===== config.mk =====
export PLATFORM = sky130hd
export DESIGN_NAME = score_pulse_gen_flat
export DESIGN_NICKNAME = d
export VERILOG_FILES = /design/src/rtl/score_pkg.sv /design/src/rtl/score_pulse_gen_if.sv /design/src/rtl/pulse_width_timer.sv /design/src/rtl/score_pulse_gen.sv /design/src/flat_wrapper.sv
export SDC_FILE = /design/constraint.sdc
export NUM_CORES = 1
export LEC_CHECK = 0
export BUFFER_PORTS_ARGS = -buffer_cell sky130_fd_sc_hd__buf_2
export CORE_MARGIN = 10
export CORE_UTILIZATION = 48
export DETAILED_ROUTE_END_ITERATION = 7
export GPL_ROUTABILITY_DRIVEN = 0
export PLACE_DENSITY = 0.77
export SYNTH_ARGS = -nofsm -noshare
export SYNTH_HDL_FRONTEND = slang
export SYNTH_HIERARCHICAL = 1
export SYNTH_SLANG_ARGS = --single-unit

===== constraint.sdc =====
create_clock -name clk -period 3.3 [get_ports clk]
set_clock_uncertainty 0.15 [all_clocks]
set_input_delay 0.66 -clock clk [delete_from_list [all_inputs] [get_ports clk]]
set_output_delay 0.66 -clock clk [all_outputs]
set_load 0.01 [all_outputs]

===== src/rtl/score_pkg.sv =====
// Shared definitions for the score pulse generator.
//   PENDING_W / PENDING_MAX : width and saturation limit of the queued-point counter
//   POINTS_W                : width of the per-hit point value
//   DEF_PULSE_HIGH/LOW      : default pulse high/low widths in clocks
//   CNT_W                   : width of the pulse width timer
//   state_e                 : pulse FSM states
package score_pkg;

  localparam int unsigned PENDING_W      = 4;
  localparam int unsigned PENDING_MAX    = 15;
  localparam int unsigned POINTS_W       = 2;
  localparam int unsigned DEF_PULSE_HIGH = 4;
  localparam int unsigned DEF_PULSE_LOW  = 4;
  localparam int unsigned CNT_W          = 4;

  typedef enum logic [1:0] {
    StIdle = 2'd0,
    StHigh = 2'd1,
    StLow  = 2'd2
  } state_e;

endpackage


===== src/rtl/score_pulse_gen_if.sv =====
// Hit / score bundle between collision logic (master) and the pulse generator (slave).
//   hit_valid, hit_points, clear_pending : master -> slave
//   scoreToggle, pending, busy, overflow : slave -> master
interface score_pulse_gen_if;
  import score_pkg::*;

  logic                 hit_valid;
  logic [POINTS_W-1:0]  hit_points;
  logic                 clear_pending;
  logic                 scoreToggle;
  logic [PENDING_W-1:0] pending;
  logic                 busy;
  logic                 overflow;

  modport master (
    output hit_valid,
    output hit_points,
    output clear_pending,
    input  scoreToggle,
    input  pending,
    input  busy,
    input  overflow
  );

  modport slave (
    input  hit_valid,
    input  hit_points,
    input  clear_pending,
    output scoreToggle,
    output pending,
    output busy,
    output overflow
  );

endinterface


===== src/rtl/pulse_width_timer.sv =====
// Down-counter timing the HIGH and LOW phases of a score pulse.
//   clk, reset  : clock, asynchronous active-low reset
//   load        : reload the counter with load_value (state entry)
//   load_value  : phase length minus one
//   tick        : count down by one; holds at zero, never wraps
//   done        : counter is at zero (last clock of the phase)
module pulse_width_timer #(
  parameter int unsigned CNT_W = 4
) (
  input  logic             clk,
  input  logic             reset,
  input  logic             load,
  input  logic [CNT_W-1:0] load_value,
  input  logic             tick,
  output logic             done
);

  logic [CNT_W-1:0] r_count;

  always_ff @(posedge clk or negedge reset) begin
    if (!reset) begin
      r_count <= '0;
    end else if (load) begin
      r_count <= load_value;
    end else if (tick && (r_count != '0)) begin
      r_count <= r_count - 1'b1;
    end
  end

  assign done = (r_count == '0);

endmodule


===== src/rtl/score_pulse_gen.sv =====
// Converts asteroid hits into a train of score pulses, one rising edge of
// scoreToggle per point, with queued points counted in pending.
//   clk, reset : clock, asynchronous active-low reset
//   bus        : score_pulse_gen_if slave (hits in; scoreToggle/pending/busy/overflow out)
module score_pulse_gen
  import score_pkg::*;
#(
  parameter int unsigned PULSE_HIGH_CYCLES = DEF_PULSE_HIGH,
  parameter int unsigned PULSE_LOW_CYCLES  = DEF_PULSE_LOW
) (
  input  logic              clk,
  input  logic              reset,
  score_pulse_gen_if.slave  bus
);

  state_e               r_state, w_state_d;
  logic [PENDING_W-1:0] r_pending, w_pending_d;
  logic                 r_overflow, w_overflow_d;
  logic                 r_toggle;

  logic                 w_done;
  logic                 w_load;
  logic [CNT_W-1:0]     w_load_value;
  logic                 w_tick;
  logic                 w_enter_high;
  logic [PENDING_W:0]   w_sum;
  logic [PENDING_W:0]   w_hit_add;

  pulse_width_timer #(
    .CNT_W (CNT_W)
  ) u_timer (
    .clk        (clk),
    .reset      (reset),
    .load       (w_load),
    .load_value (w_load_value),
    .tick       (w_tick),
    .done       (w_done)
  );

  // Next-state; clear_pending never shortens a phase, it only empties the queue.
  always_comb begin
    w_state_d = r_state;
    unique case (r_state)
      StIdle:  if (r_pending != '0) w_state_d = StHigh;
      StHigh:  if (w_done) w_state_d = StLow;
      StLow:   if (w_done) w_state_d = (r_pending != '0) ? StHigh : StIdle;
      default: w_state_d = StIdle;
    endcase
  end

  always_comb begin
    w_enter_high = (w_state_d == StHigh) && (r_state != StHigh);
    // Timer holds phase length minus one, so done marks the final clock.
    w_load       = (w_state_d != r_state) && (w_state_d != StIdle);
    w_load_value = (w_state_d == StHigh) ? CNT_W'(PULSE_HIGH_CYCLES - 1)
                                         : CNT_W'(PULSE_LOW_CYCLES - 1);
    w_tick       = (r_state != StIdle);
  end

  // Pending update in one extra bit so hit-plus-decrement can detect saturation.
  always_comb begin
    w_hit_add    = bus.hit_valid ? (PENDING_W+1)'(bus.hit_points) : '0;
    w_sum        = {1'b0, r_pending} + w_hit_add - (PENDING_W+1)'(w_enter_high);
    w_pending_d  = w_sum[PENDING_W-1:0];
    w_overflow_d = r_overflow;
    if (bus.clear_pending) begin
      w_pending_d = '0;
    end else if (w_sum > (PENDING_W+1)'(PENDING_MAX)) begin
      w_pending_d  = PENDING_W'(PENDING_MAX);
      w_overflow_d = 1'b1;
    end
  end

  always_ff @(posedge clk or negedge reset) begin
    if (!reset) begin
      r_state    <= StIdle;
      r_pending  <= '0;
      r_overflow <= 1'b0;
      r_toggle   <= 1'b0;
    end else begin
      r_state    <= w_state_d;
      r_pending  <= w_pending_d;
      r_overflow <= w_overflow_d;
      // Registered from next state so the output flop is high exactly while in HIGH.
      r_toggle   <= (w_state_d == StHigh);
    end
  end

  assign bus.scoreToggle = r_toggle;
  assign bus.pending     = r_pending;
  assign bus.busy        = (r_state != StIdle) || (r_pending != '0);
  assign bus.overflow    = r_overflow;

endmodule


===== src/flat_wrapper.sv =====
// flat-port wrapper written by rule: the top's interface ports become plain ports
module score_pulse_gen_flat import score_pkg::*;
#(
  parameter int unsigned PULSE_HIGH_CYCLES = DEF_PULSE_HIGH,
  parameter int unsigned PULSE_LOW_CYCLES  = DEF_PULSE_LOW
)
  (clk, reset, bus_hit_valid, bus_hit_points, bus_clear_pending, bus_scoreToggle, bus_pending, bus_busy, bus_overflow);
  score_pulse_gen_if bus_i ();
  input  logic clk;
  input  logic reset;
  input wire logic [$bits(bus_i.hit_valid)-1:0] bus_hit_valid;
  input wire logic [$bits(bus_i.hit_points)-1:0] bus_hit_points;
  input wire logic [$bits(bus_i.clear_pending)-1:0] bus_clear_pending;
  output wire logic [$bits(bus_i.scoreToggle)-1:0] bus_scoreToggle;
  output wire logic [$bits(bus_i.pending)-1:0] bus_pending;
  output wire logic [$bits(bus_i.busy)-1:0] bus_busy;
  output wire logic [$bits(bus_i.overflow)-1:0] bus_overflow;
  assign bus_i.hit_valid = bus_hit_valid;
  assign bus_i.hit_points = bus_hit_points;
  assign bus_i.clear_pending = bus_clear_pending;
  assign bus_scoreToggle = bus_i.scoreToggle;
  assign bus_pending = bus_i.pending;
  assign bus_busy = bus_i.busy;
  assign bus_overflow = bus_i.overflow;
  score_pulse_gen #(.PULSE_HIGH_CYCLES(PULSE_HIGH_CYCLES), .PULSE_LOW_CYCLES(PULSE_LOW_CYCLES)) u_core (.clk(clk), .reset(reset), .bus(bus_i));
endmodule

Yosys cells after proc, flatten, opt, wreduce, memory -nomap -nowiden
Index checks and enable logic that the tools add are counted.

word-level totals
  bits in registers = 12
  bits of input ports = 6
  output and inout bits = 7

operators by class
  $add $sub $neg = 3
  $lt $le $gt $ge = 1
  equal/unequal tests = 5
  muxes and demuxes = 10
  bitwise operators = 1
  reduce and logical (&&, ||, !) cells = 12

operators with widths
  kind                                                  number
  2-to-1 mux 4 bit                                      4
  2-to-1 mux 2 bit                                      4
  nonzero test 4 bit                                    2
  case mux 2 bit (3 select lines)                       1
  nonzero test 2 bit                                    3
  adder 4 x 5 -> 5 bit                                  1
  > comparator 5 x 4 -> 1 bit (second input constant)   1
  subtractor 5 x 1 -> 5 bit                             1
  equality test 2 x 1 -> 1 bit (second input constant)  2
  logical NOT 4 bit                                     1
  subtractor 4 x 1 -> 4 bit (second input constant)     1
  logical AND 1 bit                                     3
  equality test 2 bit (second input constant)           1
  logical NOT 2 bit                                     1
  != test 2 x 1 -> 1 bit (second input constant)        1
  != test 2 bit                                         1
  AND reduction 2 bit                                   1
  logical OR 1 bit                                      1
  2-to-1 mux 1 bit                                      1
  inverter 1 bit                                        1

Longest topological paths before layout
  word-level depth = 10
  gate-level depth with buffers = 15
  gate-level depth less buffers = 15

By module
Netlist, hierarchy kept.

modules (own cells, without submodules)
  module             times used  cells an instance  area an instance (µm²)  seq. area each (µm²)
  score_pulse_gen    1           55                 529.3                   200.2
  pulse_width_timer  1           27                 270.3                   100.1

Worst setup path before layout
No wires, ideal clock.

  kind = reg2reg
  start = register u_core.u_timer.r_count[0]
  end = register u_core.r_pending[0] (netlist: u_core/bus.pending[0])
  arrival = 2.913 ns
  data required time = 3.022 ns
  slack = 0.109 ns
  cell stages (with the launch flop) = 16
  clock period less this slack = 3.191 ns
  cells stage by stage = dfrtp_1 > inv_1 > ha_1 > nor3b_2 > nand2b_1 > or3b_1 > inv_1 > ha_1 > inv_1 > ha_1 > inv_1 > fa_1 > nand2b_1 > a21oi_2 > xnor2_2 > a21oi_1

on the way
  word-level cells in the longest chain between the ends = 9

RTL lines
  item                                        line                                          source
  start, declared                             pulse_width_timer.sv:18                       logic [CNT_W-1:0] r_count;
  start signal, assigned                      pulse_width_timer.sv:24                       r_count <= load_value;
  start signal, assigned                      pulse_width_timer.sv:26                       r_count <= r_count - 1'b1;
  logical NOT 4 bit (*)                       pulse_width_timer.sv:30                       assign done = (r_count == '0);
  net u_core.w_done                           score_pulse_gen.sv:21                         logic w_done;
  2-to-1 mux 2 bit, on equally long branches  score_pulse_gen.sv:46, score_pulse_gen.sv:45
  case mux 2 bit (3 select lines) (*)         score_pulse_gen.sv:43                         unique case (r_state)
  equality test 2 x 1 -> 1 bit (*)            score_pulse_gen.sv:52                         w_enter_high = (w_state_d == StHigh) && (r_state != StHigh);
  logical AND 1 bit (*)                       score_pulse_gen.sv:52
  subtractor 5 x 1 -> 5 bit (*)               score_pulse_gen.sv:63                         w_sum = {1'b0, r_pending} + w_hit_add - (PENDING_W+1)'(w_enter_high);
  > comparator 5 x 4 -> 1 bit                 score_pulse_gen.sv:68                         end else if (w_sum > (PENDING_W+1)'(PENDING_MAX)) begin
  2-to-1 mux 4 bit (*)                        score_pulse_gen.sv:68
  2-to-1 mux 4 bit (*)                        score_pulse_gen.sv:66                         if (bus.clear_pending) begin
  net u_core.w_pending_d[0]                   score_pulse_gen.sv:17                         logic [PENDING_W-1:0] r_pending, w_pending_d;
  end signal, assigned                        score_pulse_gen.sv:82                         r_pending <= w_pending_d;
  end, declared                               score_pulse_gen.sv:17

Mark *: on every way through the listed nets, which the timed path passes. The rest lies on a longest branch.
A chain may end at the register's enable or synchronous reset.

Worst setup path after layout
  start = register u_core.u_timer.r_count[0]
  end = register u_core.r_pending[3] (netlist: u_core/bus.pending[3])

Same word-level chain as after synthesis.

==> results.toml <==
[critical_path]
cp_data_required_time_ps = 3290
slowest_stage = "dfrtp_1"
start_kind = "flop"
crit_type = "reg -> reg"
slowest_delay_ps = 400
path_buf_inv = 4
cp-end-kind = "flop"
worstPathArrival_ps = 3160
path_cells = "inv_2, ha_4, nor3b_4, nand2b_4, or3b_4, inv_1, ha_1, inv_1, ha_2, inv_1, fa_2, nand2b_4, a21oi_4, xnor2_2, a21oi_1"
cpMostUsedCell = "inv_1"
cp_top_family = "simple AND/OR/NAND/NOR gates"
path_max_fanout = 5

[grt]
grt_pass1_vias = 605
grt_max_degree = 13
gr-total-overflow = 0
grt_first_pass_wirelength_mm = 2.518
antenna_found_initial = 0
grtUsageTotal_pct = 9.076

[synthesis]
syn_area_um2 = 799.5
ys_seq_area_share_pct = 37.56
async_flop_share_pct = 100.0
syn_area_per_cell_um2 = 9.750
synth-seq-cells = 12
synth_cell_types = 32
ys.warnings.count = 6
synthCells = 82
synthFlopType = "dfrtp_1"
synth_edf_count = 0

[power_and_ir_drop]
p_int_uw = 654.5
switchingPower_uw = 501.1
p_per_area_nw_per_um2 = 1174
irDropWorstVdd_mv = 0.6261
power_frac_seq_pct = 24.5
swShare_pct = 43.36
leakagePower_nw = 0.4897
power_mw = 1.156
combPwrFrac_pct = 68.1
clkPwrFrac_pct = 7.4

[floorplanning]
die_w_um = 60.81
io_pins = 13
dieHeight_um = 60.81
row_count = 14
start_util_pct = 51.87
core-area_um2 = 1541
die-area_um2 = 3698

[detailed_routing]
vias_per_cell = 5.269
drc = 0
ant_nets = 0
vias = 627
routed_wl_mm = 1.617
drtPass1Iterations = 4
wl_per_cell_um = 13.59
drt_iter0_drc = 6

[timing]
slew_viol_final = 0
timing.fmax_ghz = 0.3155
rsz0062_at_grt = "no"
min_period_ps = 3170
hold_viol = 0
fin_hold_ws_ps = 107.5
timing.final.crit_share_pct = 96.05
setup_viol = 0
worst_slack_ps = 130.4

[final_layout]
n_fill_cell = 141
fin_nets = 120
utilization_pct = 63.88
final_area_um2 = 984.7
num_antenna_cells = 0
multi_input_area_um2 = 495.5
regArea_um2 = 300.3
syn_to_final_growth_pct = 23.16
drive_above_1_share_pct = 33.98

[place]
dp_worst_setup_slack_ps = -18.01
dpl.hpwl_mm = 1.250
place_area_um2 = 883.3
io_buffers = 12

[run]
maxCapViolations = 0

[clock_network]
cts_num_sinks = 12
clk_latency_ps = 260
clk_pin_slew_ps = 70
numCtsBuffers = 3
clockRootBuffer = "clkbuf_4"
clk_path_buf_depth = 2
cts_tree = "built"
htree_levels = 1

[hold_path]
hold_class = "in -> async"

[status]
status = "finished, final reports clean"
routing by layer:
layer | vias up | share of wire [%] | global-route usage (%)
met2 | 7 | 53 | 15.72
met5 | - | 0 | 0
met4 | 0 | 0.56 | 5.643
met1 | 303 | 40 | 8.971
li1 | 315 | - | -
met3 | 2 | 5.8 | 3.340
power by group through the flow:
stage | sequential (mW) | combinational [mW] | clock (mW)
final | 0.284 | 0.786 | 0.0855
after global routing | 0.292 | 0.872 | 0.0996
after CTS | 0.282 | 0.687 | 0.0901
after detailed placement | 0.279 | 0.665 | 0
after global placement | 0.273 | 0.635 | 0
after floorplan | 0.283 | 0.522 | 0
Yosys cell counts, types with 2 or more instances:
library cell  instances  area share, %
o21ai_0               5            3.1
nand2b_1              4            3.1
ha_1                  8             13
inv_1                13            6.1
nor3b_1               2            1.9
conb_1                2           0.94
nor3_1                2            1.3
nand2_1               6            2.8
dfrtp_1              12             38
a21oi_1               6            3.8
through the flow:
step | setup TNS, ps | cells
after CTS | 0 | 115
after global placement | 0 | 112
after detailed placement | -63.93 | 112
final | 0 | 119
after global routing | 0 | 119
after floorplan | 0 | 84
registers in the layout, indices dropped and copies added (netlist names):
name,cells
u_core/bus.overflow,1
u_core/bus.pending,4
u_core/bus.scoreToggle,1
u_core/r_state,2
u_core/u_timer/r_count,4
worst paths after layout:
kind,slack (ps),end,startpoint,cells past startpoint
setup / recovery,130,u_core/bus.pending[3],u_core/u_timer/r_count[0],15
min in group clk,320,u_core/bus.overflow,u_core/bus.overflow,1
hold reg to reg,320,u_core/bus.overflow,u_core/bus.overflow,1
setup reg to reg,130,u_core/bus.pending[3],u_core/u_timer/r_count[0],15
hold / removal,110,u_core/u_timer/r_count[0],reset,1
max in group asynchronous,2680,u_core/u_timer/r_count[1],reset,1
kinds of logic after synthesis:
kind of cell,count (synthesis),synth area share (%)
xor+xnor,3,4.226
other cells,2,0.9393
flops,12,37.56
fa+ha+maj,9,15.02
buf+inv,14,7.512
simple gates,24,20.03
compound gates,18,14.71
final cells by class:
class,instances,area share (%)
Timing Repair Buffer,17,9.911
Tap cell,16,2.033
Inverter,13,4.956
Clock buffer,3,2.287
Sequential cell,12,30.50
Multi-Input combinational cell,58,50.32
layout by cell type (no fill, tap or decap), types with 2 or more instances in the layout:
| cell type | instances |
|---|---|
| buf_4 | 5 |
| ha_1 | 6 |
| nand2b_4 | 2 |
| a21oi_1 | 6 |
| conb_1 | 4 |
| o21ai_0 | 5 |
| buf_2 | 12 |
| clkbuf_4 | 3 |
| nor3_1 | 2 |
| nand2b_1 | 2 |
| inv_2 | 2 |
| inv_1 | 11 |
| nand2_1 | 6 |
| nor3b_1 | 2 |
| dfrtp_1 | 12 |
timing repair:
item / CTS / global route
gates resized for setup: 3 / 8
hold buffers: 0 / 0
setup buffers: 0 / 4
endpoints found under the setup margin: 5 / 5
pin swaps: 0 / 3
Note: power is estimated with default switching activity, not from simulation.
